--- src/rtl/bpsk_mod_pkg.sv ---
// Shared types and limits for the BPSK carrier modulator.
// SMAX/SMIN are the saturation limits at the default carrier width.
package bpsk_mod_pkg;

  typedef enum logic [1:0] {
    ST_IDLE = 2'd0,
    ST_PRE  = 2'd1,
    ST_DATA = 2'd2
  } state_t;

  localparam int MPR  = 10;
  localparam int SMAX = 2**(MPR-1) - 1;
  localparam int SMIN = -(2**(MPR-1));

endpackage

--- src/rtl/bpsk_sym_map.sv ---
// Maps one BPSK symbol onto the carrier: pass for 1, saturating negate for 0.
module bpsk_sym_map
  import bpsk_mod_pkg::*;
#(
  parameter int mpr = MPR
) (
  input  logic                  cur_sym,
  input  logic signed [mpr-1:0] carr_sin,
  output logic signed [mpr-1:0] sample
);

  localparam logic signed [mpr-1:0] SAT_MAX = {1'b0, {(mpr-1){1'b1}}};
  localparam logic signed [mpr-1:0] SAT_MIN = {1'b1, {(mpr-1){1'b0}}};

  // The most negative code has no positive twin, so it clips to full scale.
  function automatic logic signed [mpr-1:0] sat_neg(input logic signed [mpr-1:0] x);
    if (x == SAT_MIN) return SAT_MAX;
    return -x;
  endfunction

  always_comb begin
    sample = cur_sym ? carr_sin : sat_neg(carr_sin);
  end

endmodule

--- src/rtl/bpsk_carrier_mod.sv ---
// BPSK transmit framer/modulator: alternating preamble, optional differential
// encoding, each symbol held for sps carrier samples, registered output.
module bpsk_carrier_mod
  import bpsk_mod_pkg::*;
#(
  parameter int mpr     = 10,
  parameter int sps     = 16,
  parameter int spsw    = 5,
  parameter int pre_len = 8,
  parameter int prew    = 4,
  parameter int diff_en = 1
) (
  input  logic                  clk,
  input  logic                  reset,
  input  logic                  clken,
  input  logic                  carr_valid,
  input  logic signed [mpr-1:0] carr_sin,
  input  logic                  tx_start,
  input  logic                  bit_valid,
  input  logic                  bit_data,
  input  logic                  bit_last,
  output logic                  bit_ready,
  output logic signed [mpr-1:0] mod_o,
  output logic                  mod_valid,
  output logic                  busy,
  output logic                  underrun
);

  localparam logic [spsw-1:0] SPS_LAST = spsw'(sps - 1);
  localparam logic [prew-1:0] PRE_LAST = prew'(pre_len - 1);

  state_t                state, state_nxt;
  logic [spsw-1:0]       samp_cnt;
  logic [prew-1:0]       pre_cnt;
  logic                  cur_sym, cur_last, enc;
  logic                  hold_full, hold_bit, hold_last;
  logic signed [mpr-1:0] mod_p1;
  logic                  vld_p1, und_p1;

  logic                  tick, boundary, last_pre, load, drain, starve, accept;
  logic                  new_sym;
  logic signed [mpr-1:0] sample_p0;

  always_comb begin
    busy      = (state != ST_IDLE);
    tick      = clken & carr_valid & busy;
    boundary  = tick & (samp_cnt == SPS_LAST);
    last_pre  = (pre_cnt == PRE_LAST);
    load      = boundary & (((state == ST_PRE) & last_pre) |
                            ((state == ST_DATA) & ~cur_last));
    drain     = load & hold_full;
    starve    = load & ~hold_full;
    bit_ready = clken & busy & ~hold_full;
    accept    = bit_valid & bit_ready;
    new_sym   = (diff_en != 0) ? (enc ^ hold_bit) : hold_bit;
  end

  always_comb begin
    state_nxt = state;
    case (state)
      ST_IDLE: if (tx_start) state_nxt = ST_PRE;
      ST_PRE:  if (boundary && last_pre) state_nxt = starve ? ST_IDLE : ST_DATA;
      ST_DATA: if (boundary && (cur_last || !hold_full)) state_nxt = ST_IDLE;
      default: state_nxt = ST_IDLE;
    endcase
  end

  always_ff @(posedge clk or posedge reset) begin
    if (reset) state <= ST_IDLE;
    else if (clken) state <= state_nxt;
  end

  always_ff @(posedge clk or posedge reset) begin
    if (reset) begin
      samp_cnt  <= '0;
      pre_cnt   <= '0;
      cur_sym   <= 1'b0;
      cur_last  <= 1'b0;
      enc       <= 1'b0;
      hold_full <= 1'b0;
    end else if (clken) begin
      if ((state == ST_IDLE) && tx_start) begin
        samp_cnt <= '0;
        pre_cnt  <= '0;
        cur_sym  <= 1'b1;
        cur_last <= 1'b0;
        enc      <= 1'b0;
      end else if (tick) begin
        samp_cnt <= boundary ? '0 : samp_cnt + 1'b1;
      end
      if (boundary && (state == ST_PRE)) begin
        pre_cnt <= pre_cnt + 1'b1;
        if (!last_pre) cur_sym <= ~cur_sym;
      end
      if (drain) begin
        cur_sym  <= new_sym;
        cur_last <= hold_last;
        if (diff_en != 0) enc <= new_sym;
      end
      // A drain needs a full register while an accept needs an empty one.
      if (drain) hold_full <= 1'b0;
      else if (accept) hold_full <= 1'b1;
    end
  end

  always_ff @(posedge clk) begin
    if (clken && accept) begin
      hold_bit  <= bit_data;
      hold_last <= bit_last;
    end
  end

  bpsk_sym_map #(.mpr(mpr)) u_map (
    .cur_sym  (cur_sym),
    .carr_sin (carr_sin),
    .sample   (sample_p0)
  );

  // ---- stage p0 -> p1: output register ----
  always_ff @(posedge clk or posedge reset) begin
    if (reset) begin
      mod_p1 <= '0;
      vld_p1 <= 1'b0;
      und_p1 <= 1'b0;
    end else if (clken) begin
      vld_p1 <= tick;
      und_p1 <= starve;
      if (tick) mod_p1 <= sample_p0;
      else if (state == ST_IDLE) mod_p1 <= '0;
    end
  end

  assign mod_o     = mod_p1;
  assign mod_valid = vld_p1;
  assign underrun  = und_p1;

endmodule

--- config.mk ---
export PLATFORM = sky130hd
export DESIGN_NAME = bpsk_carrier_mod
export DESIGN_NICKNAME = d
export VERILOG_FILES = /design/src/rtl/bpsk_mod_pkg.sv /design/src/rtl/bpsk_sym_map.sv /design/src/rtl/bpsk_carrier_mod.sv
export SDC_FILE = /design/constraint.sdc
export NUM_CORES = 1
export LEC_CHECK = 0
export BUFFER_PORTS_ARGS = -buffer_cell sky130_fd_sc_hd__buf_4
export CORE_ASPECT_RATIO = 1.2
export CORE_MARGIN = 5
export CORE_UTILIZATION = 27
export CTS_CLUSTER_DIAMETER = 200
export DETAILED_ROUTE_END_ITERATION = 16
export SYNTH_ARGS = -nofsm -noshare
export SYNTH_HDL_FRONTEND = slang
export SYNTH_SLANG_ARGS = --single-unit
--- constraint.sdc ---
create_clock -name clk -period 2.34 [get_ports clk]
set_clock_uncertainty 0.1 [all_clocks]
set_input_delay 0.351 -clock clk [delete_from_list [all_inputs] [get_ports clk]]
set_output_delay 0.351 -clock clk [all_outputs]
set_load 0.01 [all_outputs]
==> impl_results.md <==
* R2R setup slack at approximately 0.43 ns
* Number of max-slew violations in the final report at 0
* Flop pwr share at 0.454
* Layout cell share with drive strength beyond 1 at 0.260
* Number of H-tree levels at 2
* Post-route worst setup slack at approximately 0.43 ns
* Worst Path Required at about 2.4 ns
* Routed Wire Length at 4000 um
* Final TNS setup at 0 ns
* Pin slew with the least headroom to its limit at approximately 0.42 ns
* Source-to-sink clock delay at the later pin of the worst-skew pair at ~0.29 ns
* Post-CTS clock slew at the launch and capture registers of the worst setup and hold paths at 0.07 ns
* Number of cell rows at 31
* Routed wire per std cell at ~14 um
* Area contributors post-synth: sky130_fd_sc_hd__dfrtp_1, sky130_fd_sc_hd__o21ai_0, sky130_fd_sc_hd__edfxtp_1
* Critical path startpoint category: flip-flop
* Combinational cell fraction of total power at 0.222
* Pre-CTS setup slack at about 0.22 ns
* Launch point of the worst reg-to-reg path: samp_cnt[0]$_DFFE_PP0P_
* Net switching power at 424 uW
* TritonCTS clock tree: built
* Reg2reg end: cur_sym$_DFFE_PP0P_
* Final worst-path cycle share at 0.818
* EDFF count, synth at 2
* Final net count at approximately 220
* Vias in the first global route at 1356
* Non-Filler Instances at about 290
* Most common flop cell mapped by yosys: sky130_fd_sc_hd__dfrtp_1
* Total power divided by cell area at around 680 nW/um2
* Fraction of power consumed by the clock network at 0.323
* Synth Warn # at 0
* Number of instances resized during post-cts repair at 0
* Area share of the largest cell type after synthesis at 0.404
* Multi-input combinational cell area at between 800 and 900 um2
* Final Hold Violating Endpoints at 0
* Share of synthesized area occupied by flip-flops and latches at 0.440
* Mapped Cells at around 170
* Number of fillers in the final layout at roughly 630
* Total overflow reported by the global router at 0
* Area added between synthesis and finish at 26.1%
* Switching power as a share of total power at 0.296
* Startpoint of the most critical setup path: samp_cnt[0]$_DFFE_PP0P_
* Number of buffers inserted during clock tree synthesis at 5
* Inst Count DP at 278
* DRT Pass-1 Iters at 4
* Internal power at ~1.0 mW
* Mapped cell area at 1670 um2
* Count of hold-fix buffers inserted at cts at 0
* Run status: completed
* Post-CTS setup buffers at 0
* Number of buffer cells added on primary ports at 31
* Die width at ~82 um
* Crit path capture type: flip-flop
* Area used by sequential logic in the layout at approximately 740 um2
* Hold WS at between 0.03 and 0.04 ns
* Height of the die at 96.2 um
* Worst Hold Class: in -> async
* Number of diodes added for antenna fixing at 0
* Total leakage power at between 0.9 and 1 nW
* Starting density of the core at 0.278
* Largest area contributor in the synthesized netlist: sky130_fd_sc_hd__dfrtp_1
* Maximum buffer depth of the clock tree at 2
* Max Cap Violations at 0
* Async set-or-reset flop fraction in the synthesized netlist at 0.931
* Arrival time of data at the critical path endpoint at between 1.5 and 2 ns
* Synth unique cells at 55
* Cell at the root of the clock tree: sky130_fd_sc_hd__clkbuf_8
* Mapped Nets at ~190
* HPWL after detailed placement at about 2900 um
* Highest ir drop seen on vdd at 386 uV
* Routability congestion estimate from global placement at ~0.79
* Number of antenna-violating nets in the routed design at 0
* Number of antenna violations at the first check in global routing at 0
* Count of pins on the block boundary at 32
* Via count of the routed design at 1442
* Post-synthesis sequential element count at 29
* Wire length of the first global-routing pass at ~6500 um
* Final count of negative-setup-slack endpoints at 0
* Floorplan Core Area at ~6000 um2
* Die area at just under 8000 um2
* GRT Util Overall at 0.108
* Setup repair after global routing missed its margin: false
* Post-detailed-route via-to-cell ratio at approximately 5
* Clk sink count at 29
* Setup CP Type: reg -> reg
* Number of cells traversed by the worst register-to-register path at 5
* Mean cell area of the mapped netlist at roughly 10 um2
* DRC violations left at 0
* Crit-path max FO at 7
* Initial DRC Count at slightly above 70
* Relative slew slack at 0.710
* Tmin final at around 1.9 ns
* Max Freq at ~0.52 GHz
* Maximum number of pins on one net before global-route repair at 28
cell usage after synthesis (4+ instances only):
library cell,instances
sky130_fd_sc_hd__dfrtp_1,27
sky130_fd_sc_hd__nand2_1,13
sky130_fd_sc_hd__o21ai_0,12
sky130_fd_sc_hd__nand3_1,10
sky130_fd_sc_hd__nor2_1,8
sky130_fd_sc_hd__inv_1,7
sky130_fd_sc_hd__a21o_1,5
sky130_fd_sc_hd__a31oi_1,5
sky130_fd_sc_hd__nor3_1,5
sky130_fd_sc_hd__xor2_1,4
sequential cells by signal (all words and copies together) (netlist names), 2 cells and up:
signal,cells
state,2
mod_o,10
samp_cnt,5
pre_cnt,4
through the flow:
step,area (um2),util,power (mW)
2_1_floorplan,1670,-,0.836
3_3_place_gp,2010,0.334,0.978
3_5_place_dp,2010,0.334,0.984
4_1_cts,2110,0.350,1.45
5_1_grt,2110,0.350,1.52
6_report,2110,0.350,1.44
worst max-delay path: stages (launching register included):
cell	delay (ns)
sky130_fd_sc_hd__dfrtp_1	0.38
sky130_fd_sc_hd__ha_1	0.22
sky130_fd_sc_hd__and4b_1	0.35
sky130_fd_sc_hd__and2_1	0.31
sky130_fd_sc_hd__nand3_1	0.16
sky130_fd_sc_hd__a31o_2	0.27
cell families after synthesis:
group                      synth area share
AOI/OAI and AO/OA                     0.239
xor gates and xnor gates             0.0262
adders and majority gates            0.0225
buffers and inverters                0.0449
DFF                                   0.440
muxes                                0.0315
and+or+nand+nor                       0.196
metal layers:
metal	global-route usage	up-vias	wire length [um]
li1	-	703	-
met1	0.140	699	1800
met2	0.169	31	1910
met3	0.0346	9	239
met4	0.0374	0	51
met5	0	-	0
placed cells by master, fill, tap and decap left out, drive strengths merged, types with 2 or more instances in the layout:
cell     netlist  layout
a21o           5       5
clkbuf         3       7
nor3           6       6
nand2         13      13
a2111oi        4       4
o21a           2       2
o21bai         2       2
a22o           2       2
a32o           3       3
dfrtp         27      27
edfxtp         2       2
and2           2       2
a311oi         2       2
mux2           2       2
o21ai         14      14
mux2i          3       3
or3            2       2
inv            7       7
a31oi          5       5
nor2           8       8
ha             3       3
buf            5      37
nand4          2       2
o31ai          2       2
clkinv         1       2
nand3         10      10
nor3b          4       4
a21oi          3       3
xor2           4       4
power groups by stage:
stage                     Clock [mW]  Sequential, mW  Combinational (mW)
after floorplan                    0           0.653               0.184
final                          0.464           0.652               0.319
after global routing           0.502           0.664               0.358
after global placement             0           0.660               0.319
after CTS                      0.476           0.652               0.324
after detailed placement           0           0.659               0.325
worst max-delay path by stage:
stage                     slack, ns                   end  depth (start not counted)
after floorplan                0.46  mod_o[6]$_DFFE_PP0P_                          7
after global placement         0.26  mod_o[6]$_DFFE_PP0P_                          7
after detailed placement       0.22  mod_o[6]$_DFFE_PP0P_                          7
after CTS                      0.44   cur_sym$_DFFE_PP0P_                          5
after global routing           0.35   cur_sym$_DFFE_PP0P_                          5
final                          0.43   cur_sym$_DFFE_PP0P_                          5
final cells by class:
cell class / instances / share of cell area
sequential: 29 / 0.349
tap: 82 / 0.0487
clock buffer: 7 / 0.0457
inverter: 8 / 0.0143
clock inverter: 1 / 0.00238
timing repair buffer: 37 / 0.132
multi-input combinational: 122 / 0.408
No activity file was read; power rests on OpenSTA's default activity.
